**config.mk**
```make
export PLATFORM = sky130hd
export DESIGN_NAME = codec_frame_sequencer
export DESIGN_NICKNAME = d
export VERILOG_FILES = /design/src/rtl/codec_pkg.sv /design/src/rtl/codec_frame_sequencer_timer.sv /design/src/rtl/codec_frame_sequencer.sv
export SDC_FILE = /design/constraint.sdc
export NUM_CORES = 1
export LEC_CHECK = 0
export BUFFER_PORTS_ARGS = -buffer_cell sky130_fd_sc_hd__buf_4
export CELL_PAD_IN_SITES_DETAIL_PLACEMENT = 0
export CELL_PAD_IN_SITES_GLOBAL_PLACEMENT = 2
export CORE_MARGIN = 2
export CORE_UTILIZATION = 31
export DETAILED_ROUTE_END_ITERATION = 12
export GPL_ROUTABILITY_DRIVEN = 1
export PLACE_DENSITY_LB_ADDON = 0.1
export SETUP_SLACK_MARGIN = 0.05
export SYNTH_ARGS = -nofsm -noshare
export SYNTH_HDL_FRONTEND = slang
export SYNTH_SLANG_ARGS = --single-unit
```
**constraint.sdc**
```tcl
create_clock -name clk -period 2.9 [get_ports clk]
set_input_delay 0.29 -clock clk [delete_from_list [all_inputs] [get_ports clk]]
set_output_delay 0.29 -clock clk [all_outputs]
set_load 0.02 [all_outputs]
```
**src/rtl/codec_pkg.sv**
```systemverilog
// rtl/codec_pkg.sv - sequencer state type and offset-binary helpers for codec_frame_sequencer
package codec_pkg;

   typedef enum logic [2:0] {IDLE, LAUNCH, ARM, BUSY, CAPTURE} seq_state_t;

   localparam int MAX_SAMPLE_WIDTH = 32;

   // Flipping bit w-1 maps a w-bit two's complement value onto offset binary and back.
   function automatic logic [MAX_SAMPLE_WIDTH-1:0] to_offset_bin(
      input logic [MAX_SAMPLE_WIDTH-1:0] x,
      input int                          w
   );
      return x ^ (MAX_SAMPLE_WIDTH'(1) << (w - 1));
   endfunction

   function automatic logic [MAX_SAMPLE_WIDTH-1:0] from_offset_bin(
      input logic [MAX_SAMPLE_WIDTH-1:0] x,
      input int                          w
   );
      return x ^ (MAX_SAMPLE_WIDTH'(1) << (w - 1));
   endfunction

endpackage

```
**src/rtl/codec_frame_sequencer_timer.sv**
```systemverilog
// rtl/codec_frame_sequencer_timer.sv - modulo-FRAME_PERIOD frame timer, tick on wrap to 0
module frame_timer #(
   parameter int FRAME_PERIOD = 1000
) (
   input  logic clk,
   input  logic nrst,
   input  logic en_i,
   output logic tick_o
);

   localparam int CW = $clog2(FRAME_PERIOD);

   logic [CW-1:0] cnt_q, cnt_d;
   logic          wrap;

   assign wrap = (cnt_q == CW'(FRAME_PERIOD - 1));

   always_comb begin
      cnt_d = cnt_q;
      if (en_i) begin
         cnt_d = wrap ? '0 : cnt_q + 1'b1;
      end
   end

   always_ff @(posedge clk) begin
      if (!nrst) begin
         cnt_q <= '0;
      end else begin
         cnt_q <= cnt_d;
      end
   end

   assign tick_o = en_i & wrap;

endmodule

```
**src/rtl/codec_frame_sequencer.sv**
```systemverilog
// rtl/codec_frame_sequencer.sv - per-frame SPI launch, DAC word formatting, ADC unpacking
// Optional sticky dropped-tick flag overrun_o under CODEC_OVERRUN_EN.
module codec_frame_sequencer
   import codec_pkg::*;
#(
   parameter int                                  SAMPLE_WIDTH = 16,
   parameter int                                  TX_WIDTH     = 24,
   parameter int                                  RX_WIDTH     = 24,
   parameter int                                  FRAME_PERIOD = 1000,
   parameter logic [TX_WIDTH-SAMPLE_WIDTH-1:0]    DAC_CMD      = 8'h30,
   parameter int                                  RX_SHIFT     = 0,
   parameter int                                  ARM_TIMEOUT  = 4
) (
   input  logic                    clk,
   input  logic                    nrst,
   input  logic                    en_i,
   input  logic [SAMPLE_WIDTH-1:0] dac_sample_i,
   input  logic                    dac_valid_i,
   output logic                    dac_ready_o,
   output logic [SAMPLE_WIDTH-1:0] adc_sample_o,
   output logic                    adc_valid_o,
   output logic                    spi_cs_o,
   output logic [TX_WIDTH-1:0]     spi_tx_data_o,
   input  logic [RX_WIDTH-1:0]     spi_rx_data_i,
   input  logic                    spi_done_i,
`ifdef CODEC_OVERRUN_EN
   output logic                    frame_err_o,
   output logic                    overrun_o
`else
   output logic                    frame_err_o
`endif
);

   localparam int AW = $clog2(ARM_TIMEOUT + 1);

   seq_state_t              state_q, state_d;
   logic [SAMPLE_WIDTH-1:0] hold_q;
   logic [TX_WIDTH-1:0]     tx_q, tx_d;
   logic                    cs_q, cs_d;
   logic [AW-1:0]           arm_cnt_q, arm_cnt_d, arm_next;
   logic [SAMPLE_WIDTH-1:0] adc_sample_q, adc_sample_d;
   logic                    adc_valid_q, adc_valid_d;
   logic                    frame_err_q, frame_err_d;
   logic                    tick;
   logic                    unused_rx;

   frame_timer #(
      .FRAME_PERIOD(FRAME_PERIOD)
   ) u_frame_timer (
      .clk   (clk),
      .nrst  (nrst),
      .en_i  (en_i),
      .tick_o(tick)
   );

   assign unused_rx   = ^spi_rx_data_i;
   assign dac_ready_o = (state_q != LAUNCH);
   assign arm_next    = arm_cnt_q + 1'b1;

   always_comb begin
      state_d      = state_q;
      tx_d         = tx_q;
      cs_d         = cs_q;
      arm_cnt_d    = arm_cnt_q;
      adc_sample_d = adc_sample_q;
      adc_valid_d  = 1'b0;
      frame_err_d  = 1'b0;
      case (state_q)
         IDLE: begin
            if (tick && spi_done_i) begin
               state_d = LAUNCH;
            end
         end
         LAUNCH: begin
            tx_d      = {DAC_CMD, SAMPLE_WIDTH'(to_offset_bin(MAX_SAMPLE_WIDTH'(hold_q), SAMPLE_WIDTH))};
            cs_d      = 1'b0;
            arm_cnt_d = '0;
            state_d   = ARM;
         end
         ARM: begin
            // A controller that never acknowledges cs must not stall the frame cadence.
            if (!spi_done_i) begin
               state_d = BUSY;
            end else if (arm_next == AW'(ARM_TIMEOUT)) begin
               cs_d        = 1'b1;
               frame_err_d = 1'b1;
               state_d     = IDLE;
            end else begin
               arm_cnt_d = arm_next;
            end
         end
         BUSY: begin
            if (spi_done_i) begin
               cs_d    = 1'b1;
               state_d = CAPTURE;
            end
         end
         CAPTURE: begin
            adc_sample_d = SAMPLE_WIDTH'(from_offset_bin(
                              MAX_SAMPLE_WIDTH'(spi_rx_data_i[RX_SHIFT +: SAMPLE_WIDTH]), SAMPLE_WIDTH));
            adc_valid_d  = 1'b1;
            state_d      = IDLE;
         end
         default: begin
            state_d = IDLE;
         end
      endcase
   end

   always_ff @(posedge clk) begin
      if (!nrst) begin
         state_q      <= IDLE;
         tx_q         <= '0;
         cs_q         <= 1'b1;
         arm_cnt_q    <= '0;
         adc_sample_q <= '0;
         adc_valid_q  <= 1'b0;
         frame_err_q  <= 1'b0;
      end else begin
         state_q      <= state_d;
         tx_q         <= tx_d;
         cs_q         <= cs_d;
         arm_cnt_q    <= arm_cnt_d;
         adc_sample_q <= adc_sample_d;
         adc_valid_q  <= adc_valid_d;
         frame_err_q  <= frame_err_d;
      end
   end

   // Last accepted sample is re-sent when the delay core misses a frame.
   always_ff @(posedge clk) begin
      if (!nrst) begin
         hold_q <= '0;
      end else if (dac_valid_i && dac_ready_o) begin
         hold_q <= dac_sample_i;
      end
   end

   assign spi_tx_data_o = tx_q;
   assign spi_cs_o      = cs_q;
   assign adc_sample_o  = adc_sample_q;
   assign adc_valid_o   = adc_valid_q;
   assign frame_err_o   = frame_err_q;

`ifdef CODEC_OVERRUN_EN
   logic overrun_q;

   always_ff @(posedge clk) begin
      if (!nrst) begin
         overrun_q <= 1'b0;
      end else if (tick && ((state_q != IDLE) || !spi_done_i)) begin
         overrun_q <= 1'b1;
      end
   end

   assign overrun_o = overrun_q;
`endif

endmodule
```
Yosys cells after proc, flatten, opt, wreduce, memory -nomap -nowiden
Cells that the tools add are included.
Storage, ports and cells
  logic and storage cells: 51
  latch bits: 0
  register bits: 68
  output and inout port bits: 44
  memories: 0
  input bits: 45
  ROM bits: 0
  bits in writable memories: 0
Operators by class
  order comparisons: 0
  equality and inequality tests: 13
  multiplexer cells: 15
  divide/modulo/power cells: 0
  $mul: 0
  shift operators: 0
  bitwise logic cells: 3
  add/sub/neg operators: 2
  reductions and logical operators: 9
Operators with widths (number)
  two-way mux 3 bit: 6
  case mux 3 bit (4 select lines): 1
  adder 10 x 1 -> 10 bit (second input constant): 1
  == test 10 bit (second input constant): 1
  two-way mux 10 bit: 1
  inequality test 2 bit (second input constant): 5
  AND reduction 3 bit: 3
  == test 3 x 2 -> 1 bit (second input constant): 2
  == test 3 bit (second input constant): 2
  case mux 3 bit (2 select lines): 1
  two-way mux 1 bit: 5
  AND reduction 4 bit: 1
  adder 3 x 1 -> 3 bit (second input constant): 1
  == test 3 x 1 -> 1 bit (second input constant): 1
  zero test 3 bit: 1
  inequality test 3 x 1 -> 1 bit (second input constant): 1
  inequality test 3 bit (second input constant): 1
  case mux 1 bit (3 select lines): 1
  nonzero test 3 bit: 1
  logical AND 1 bit: 2
  inverter 1 bit: 2
  nonzero test 2 bit: 1
  AND 1 bit: 1

Longest topological paths before layout
Gate-level depths: netlist of run 1.
  word-level depth: 5
  depth in mapped cells: 6
  mapped depth without buffers: 4

Cells and area by module
From an unflattened synthesis of run 1, not the netlist that was laid out.
Unflattened totals
  cells, all modules: 325
  area, all modules: 3049.2 µm²
Modules (own cells, without submodules)
  codec_frame_sequencer: area each 2524.9 µm², cells each 270, seq. area each 1161.1 µm², times used 1
  frame_timer: area each 524.3 µm², cells each 55, seq. area each 200.2 µm², times used 1

Worst setup path after synthesis of run 1
Ideal clock, no wire load.
  path kind: reg2reg
  from: reg u_frame_timer.cnt_q[0]
  to: reg u_frame_timer.cnt_q[8]
  period minus slack after synthesis: 1.444 ns
  data arrival time: 1.374 ns
  stages on the path, launching flop included: 5
  path buffers: 0
  library setup time: 0.070 ns
  required time: 2.830 ns
  slack: 1.456 ns
  cells stage by stage: dfxtp_1 ha_1 nand3_4 or4_1 a21oi_1
On the way
  word-level cells in the longest chain between the ends: 2
  elaborated cells between the ends (all ways): 3
  those cells by class: add/sub (1); eq/ne (1); mux (1)
Ends and longest elaborated chain
  start, declared: line codec_frame_sequencer_timer.sv:13  | logic [CW-1:0] cnt_q, cnt_d;
  start signal, assigned: line codec_frame_sequencer_timer.sv:29  | cnt_q <= cnt_d;
  adder 10 x 1 -> 10 bit or == test 10 bit (tied branches): line codec_frame_sequencer_timer.sv:21, codec_frame_sequencer_timer.sv:16
  two-way mux 10 bit (*): line codec_frame_sequencer_timer.sv:21  | cnt_d = wrap ? '0 : cnt_q + 1'b1;
Every way passes the cells marked *; elsewhere a longest branch is shown, timed or not.
A chain may end at the register's enable or synchronous reset.

Worst setup path after layout of run 1
  from: reg state_q[1]
  to: out dac_ready_o
On the way
  word-level cells in the longest chain between the ends: 1
Ends and longest elaborated chain
  start, declared: line codec_frame_sequencer.sv:36  | seq_state_t state_q, state_d;
  start signal, assigned: line codec_frame_sequencer.sv:120  | state_q <= state_d;
  inequality test 3 x 1 -> 1 bit: line codec_frame_sequencer.sv:57  | assign dac_ready_o = (state_q != LAUNCH);
  end, declared: line codec_frame_sequencer.sv:19  | output logic dac_ready_o,
No other way between the ends.

==> run_results.csv, run 1 <==
group,metric,value,unit
status,status,"finished clean",
floorplanning,fp.coreArea,0.008593,mm2
synthesis,ys_ff_latch,68,
run,drv_cap,0,
placed_design,dp_hpwl,4.102,mm
clocking,cts_root_buffer,"clkbuf_8",
timing,final-max-slew-violation-count,0,
grt,grt_pass1_vias,2199,
timing,period_share,0.6730,
synthesis,avgSynthCellArea,8.603,um2
worst_setup_path,cp-start-kind,"flop",
drt,wl_met3,268,um
drt,drt_pass1_iterations,4,
grt,grt_pass1_wl,10.56,mm
placed_design,io_buffers,74,
worst_setup_path,reg2reg_slack,1.35,ns
synthesis,synthCells,315,
drt,routed_wl,6.377,mm
grt,grt_max_degree,40,
layout,antenna_cells,0,
worst_setup_path,worstSetupEndpointType,"output port",
layout,syn_to_final_growth,28.81,%
worst_setup_path,cp_slowest_stage_delay,0.52,ns
clocking,clockBufferDepth,2,
timing,hold_viol,0,
clocking,cts_setup_buffers,0,
clocking,htree_levels,3,
timing,max-slew-margin-rel,0.4987,
timing,skew,0.009771,ns
floorplanning,die_h,97.50,um
worst_setup_path,cp.required,2.61,ns
drt,via_count,2348,
power,p_leak,1.382,nW
clocking,postCtsHoldBufs,0,
floorplanning,start_util,0.3154,
timing,tightest_slew,0.7519,ns
drt,maxUsedRoutingLayer,"met4",
synthesis,synth_warnings,0,
power,vdd_drop_max,0.2120,mV
floorplanning,fp.dieW,97.50,um
grt,track_usage,0.1371,
layout,final_common_cell,"buf_4",
grt,antenna_found_initial,0,
floorplanning,num_rows,34,
grt,overflow,0,
synthesis,ys_top_cells_by_area,"dfxtp_1 50%, a21oi_1 9.2%, nand2_1 9.1%, o21ai_0 3.7%, nand3_1 3.5%",
worst_setup_path,worst-path-stages,3,
worst_hold_path,hold_path_class,"primary input to flop",
drt,wire_per_inst,12.91,um
clocking,cts_tree,"done",
worst_setup_path,worst-path-max-fanout,35,
clocking,clk_latency,0.33,ns
worst_setup_path,critPathLaunch,"state_q[1]",
worst_setup_path,cp-endpoint,"dac_ready_o",
drt,wl_met1,3.074,mm
synthesis,yosysSeqAreaShare,0.5023,
timing,fin_crit,1.952,ns
layout,nNetsFinal,429,
worst_setup_path,cp_num_buf_inv,2,
worst_setup_path,crit_slowest_cell,"dfxtp_1",
clocking,cts.sinks,68,
worst_setup_path,arrival,1.66,ns
timing,rsz0062_at_grt,"false",
worst_setup_path,r2r_start,"u_frame_timer.cnt_q[0]",
synthesis,synth_cell_types,46,
synthesis,synth_top_area_cell,"dfxtp_1",
power,power_density,530.8,mW/mm2
drt,drc,0,
drt,vias_per_cell,4.753,
drt,drtIter0Drc,90,
floorplanning,die-area,0.009506,mm2
drt,wl_met2,2.958,mm
power,total_power,1.853,mW
clocking,cts_made_buffers,9,
layout,layout_common_cells,"77 x buf_4, 68 x dfxtp_1, 66 x nand2_1",
placed_design,gp_congestion,0.6942,
worst_setup_path,reg2reg_depth,4,
worst_setup_path,critical-path-top-delay-family,"buffers and inverters",
drt,ant_nets,0,
worst_setup_path,critPathKind,"flop to output port",
layout,drive_gt1_frac,0.2668,
clocking,clkTransAtPathRegs,0.07,ns
synthesis,syn_area,0.002710,mm2
worst_setup_path,reg2reg_to,"u_frame_timer.cnt_q[8]",
worst_setup_path,path_cells,"nor3b_4, inv_2, buf_4",
clocking,post_cts_resized,0,
floorplanning,io_pins,89,
timing,setup_tns,0,ns
timing,finalSetupViolCount,0,
timing,fmax,512.4,MHz
synthesis,synth_top_area_share,0.5023,
[sequential cells by signal, summed over array words and instances, names as in the netlist]
register	flops
spi_cs_o	1
adc_valid_o	1
spi_tx_data_o	17
adc_sample_o	16
arm_cnt_q	3
u_frame_timer.cnt_q	10
state_q	3
hold_q	16
frame_err_o	1
[Yosys cell counts, drive strengths merged]
cell and number:
a221o 1, nand4 4, mux2i 2, a21o 1, a31oi 2, nor4 1
and3 2, buf 19, and2 1, nor3b 2, and4bb 1, o31ai 2
o21ai 20, or3b 3, clkdlybuf4s18 1, clkbuf 7, nor2b 2, xnor2 1
conb 1, o221ai 1, xor2 4, nand2b 1, a21boi 1, nor2 12
ha 3, inv 4, or3 3, a211oi 3, a21oi 50, and4 1
o21a 2, nand3 20, dfxtp 68, nand2 66, or4 2, o32ai 1
[metrics by stage]
step | instances | util | hold WS, ns | area [um2] | worst slack [ns]
2_1_floorplan | 320 | - | 0.3857 | 2729 | 1.456
3_3_place_gp | 478 | 0.3826 | 0.4310 | 3288 | 1.258
3_5_place_dp | 478 | 0.3826 | 0.4273 | 3288 | 1.263
4_1_cts | 494 | 0.4062 | 0.1140 | 3491 | 0.8988
5_1_grt | 494 | 0.4062 | 0.1209 | 3491 | 0.7726
6_report | 494 | 0.4062 | 0.1328 | 3491 | 0.9483
[metal layers]
metal	vias up	GRT usage
li1	1199	-
met1	1093	0.1832
met2	49	0.2111
met3	7	0.03165
met4	0	0.06090
met5	-	0
[report_power, final]
group	total, mW	internal (mW)	switching [mW]
Clock	0.790	0.442	0.348
Sequential	0.960	0.950	0.0101
Combinational	0.103	0.0494	0.0536
[worst min path at each step]
stage | slack [ns] | startpoint | endpoint | cells past startpoint
final | 0.13 | spi_rx_data_i[15] | adc_sample_o[15] | 2
after global routing | 0.12 | spi_rx_data_i[15] | adc_sample_o[15] | 2
after CTS | 0.11 | spi_rx_data_i[15] | adc_sample_o[15] | 2
after detailed placement | 0.43 | hold_q[15] | spi_tx_data_o[15] | 1
after global placement | 0.43 | hold_q[15] | spi_tx_data_o[15] | 1
after floorplan | 0.39 | spi_rx_data_i[15] | adc_sample_o[15] | 1
[kinds of logic (layout without fill, tap and decap cells)]
logic type	count (synthesis)	count (layout)	share of synthesized area
adder cells (fa/ha/maj)	3	3	0.01385
multiplexers	2	2	0.007387
other	1	6	0.001384
AO/OA/AOI/OAI	84	84	0.1741
XOR/XNOR	5	5	0.01616
AND/OR/NAND/NOR	121	121	0.2225
buffers and inverters	31	97	0.06233
flip-flops	68	68	0.5023
[area by class of cell]
cell class	count	area [um2]
Multi-Input combinational cell	221	1199
Tap cell	108	135.1
Clock inverter	4	47.55
Inverter	4	15.01
Fill cell	923	5102
Timing Repair Buffer	77	578.1
Clock buffer	12	155.1
Sequential cell	68	1361
Power figures use the tool's default switching activity.
==> run 2: changes to the inputs <==
Settings changed: CORE_UTILIZATION 31 to 28.
Clock period 2.9 ns to 1.9 ns, I/O delays scaled along.
==> run_results.csv, run 2 (synthesis gave the netlist of run 1 again) <==
group,metric,value,unit
drt,vias_per_cell,4.506,
timing,fmax,597.6,MHz
run,drv_cap,0,
power,total_power,2.732,mW
placed_design,io_buffers,74,
grt,antenna_found_initial,0,
floorplanning,fp.dieW,102.4,um
floorplanning,die_h,102.4,um
layout,post-route-util,0.3785,
layout,drive_gt1_frac,0.2765,
clocking,clockBufferDepth,2,
layout,multiInputGateArea,0.001199,mm2
worst_setup_path,r2r_start,"u_frame_timer.cnt_q[0]",
timing,tightest_slew,0.5958,ns
floorplanning,start_util,0.2905,
worst_setup_path,crit_slowest_cell,"dfxtp_1",
drt,drc,0,
floorplanning,die-area,0.01048,mm2
clocking,cts_made_buffers,9,
grt,track_usage,0.1304,
drt,wire_per_inst,12.97,um
layout,final_common_cell,"buf_4",
timing,period_share,0.8808,
layout,layout_common_cells,"79 x buf_4, 66 x nand2_1, 66 x dfxtp_1",
layout,n_fill_cell,1005,
placed_design,dp_slack,0.3555,ns
drt,maxUsedRoutingLayer,"met4",
timing,hold_viol,0,
layout,antenna_cells,0,
placed_design,gp_congestion,0.7253,
timing,rsz0062_at_grt,"false",
clocking,htree_levels,3,
status,status,"finished clean",
drt,ant_nets,0,
grt,grt_pass1_vias,2076,
layout,finish.instance_area,0.003531,mm2
timing,final-max-slew-violation-count,0,
worst_hold_path,holdCritStartpoint,"spi_rx_data_i[15]",
clocking,cts_root_buffer,"clkbuf_8",
drt,wl_met1,3.190,mm
placed_design,dpl-instance-area,0.003349,mm2
placed_design,dp_hpwl,4.489,mm
timing,finalSetupViolCount,0,
grt,overflow,0,
drt,via_count,2325,
drt,drt_pass1_iterations,4,
clocking,cts_setup_buffers,0,
timing,skew,0.009556,ns
layout,syn_to_final_growth,30.29,%
worst_setup_path,arrival,1.48,ns
worst_setup_path,worstSetupEndpointType,"output port",
layout,ff_latch_area,0.001364,mm2
worst_setup_path,path_cells,"nor3b_4, inv_2, buf_12, buf_4",
power,p_leak,1.387,nW
worst_setup_path,worst-path-max-fanout,21,
power,vdd_drop_max,0.3977,mV
clocking,cts.sinks,68,
worst_setup_path,cp-start-kind,"flop",
floorplanning,fp.coreArea,0.009328,mm2
timing,max-slew-margin-rel,0.6022,
drt,wl_met3,336,um
worst_setup_path,critPathLaunch,"state_q[2]",
timing,setup_tns,0,ns
worst_hold_path,hold_path_class,"primary input to flop",
drt,routed_wl,6.692,mm
clocking,cts_tree,"done",
floorplanning,num_rows,35,
clocking,clk_latency,0.33,ns
timing,fin_ws,0.2266,ns
clocking,clkTransAtPathRegs,0.07,ns
grt,grt_max_degree,36,
worst_setup_path,critPathKind,"flop to output port",
grt,grt_pass1_wl,10.39,mm
floorplanning,io_pins,89,
drt,drtIter0Drc,56,
power,power_density,773.7,mW/mm2
layout,nNetsFinal,432,
drt,wl_met2,3.083,mm
layout,largest_reg_flops,17,
timing,fin_crit,1.673,ns
worst_setup_path,cp.required,1.71,ns
worst_setup_path,cp_slowest_stage_delay,0.46,ns
run 2: area by class of cell:
type / instances / share of cell area
repair buffers: 80 / 0.1736
flip-flops and latches: 68 / 0.3863
clock inverters: 5 / 0.01559
multi-input cells: 221 / 0.3395
well taps: 129 / 0.04571
clock buffers: 9 / 0.03508
inverters: 4 / 0.004252
run 2: layer usage:
| metal | global-route usage | up-vias |
|---|---|---|
| li1 | - | 1203 |
| met1 | 0.1756 | 1062 |
| met2 | 0.1964 | 55 |
| met3 | 0.04856 | 5 |
| met4 | 0.03692 | 0 |
| met5 | 0 | - |
run 2: worst paths after layout:
| check | slack, ns | endpoint | cells after the start |
|---|---|---|---|
| setup / recovery | 0.23 | dac_ready_o | 4 |
| hold / removal | 0.03 | adc_sample_o[15] | 2 |
| setup reg to reg | 0.33 | u_frame_timer.cnt_q[8] | 4 |
| hold reg to reg | 0.43 | spi_tx_data_o[15] | 1 |
run 2: worst max-delay path, delay by kind of cell, from the launching register on:
family	cells	cell delay, ns
buffers and inverters	3	0.61
DFF	1	0.46
and+or+nand+nor	1	0.08
run 2: power breakdown:
group          switching (mW)  internal, mW  leakage (nW)
Sequential             0.0154          1.45         0.552
Clock                   0.519         0.586        0.0870
Combinational          0.0836        0.0780         0.748
run 2: per-stage QoR:
stage,std cells,hold slack (ns)
floorplan,320,0.2857
global placement,502,0.3716
detailed placement,502,0.3836
CTS,516,0.007565
global route,516,0.002852
finish,516,0.02794
run 2: what timing repair did:
action / CTS / global route
resized for setup: 0 / 2
endpoints found under the setup margin: 0 / 1
hold buffers: 0 / 0
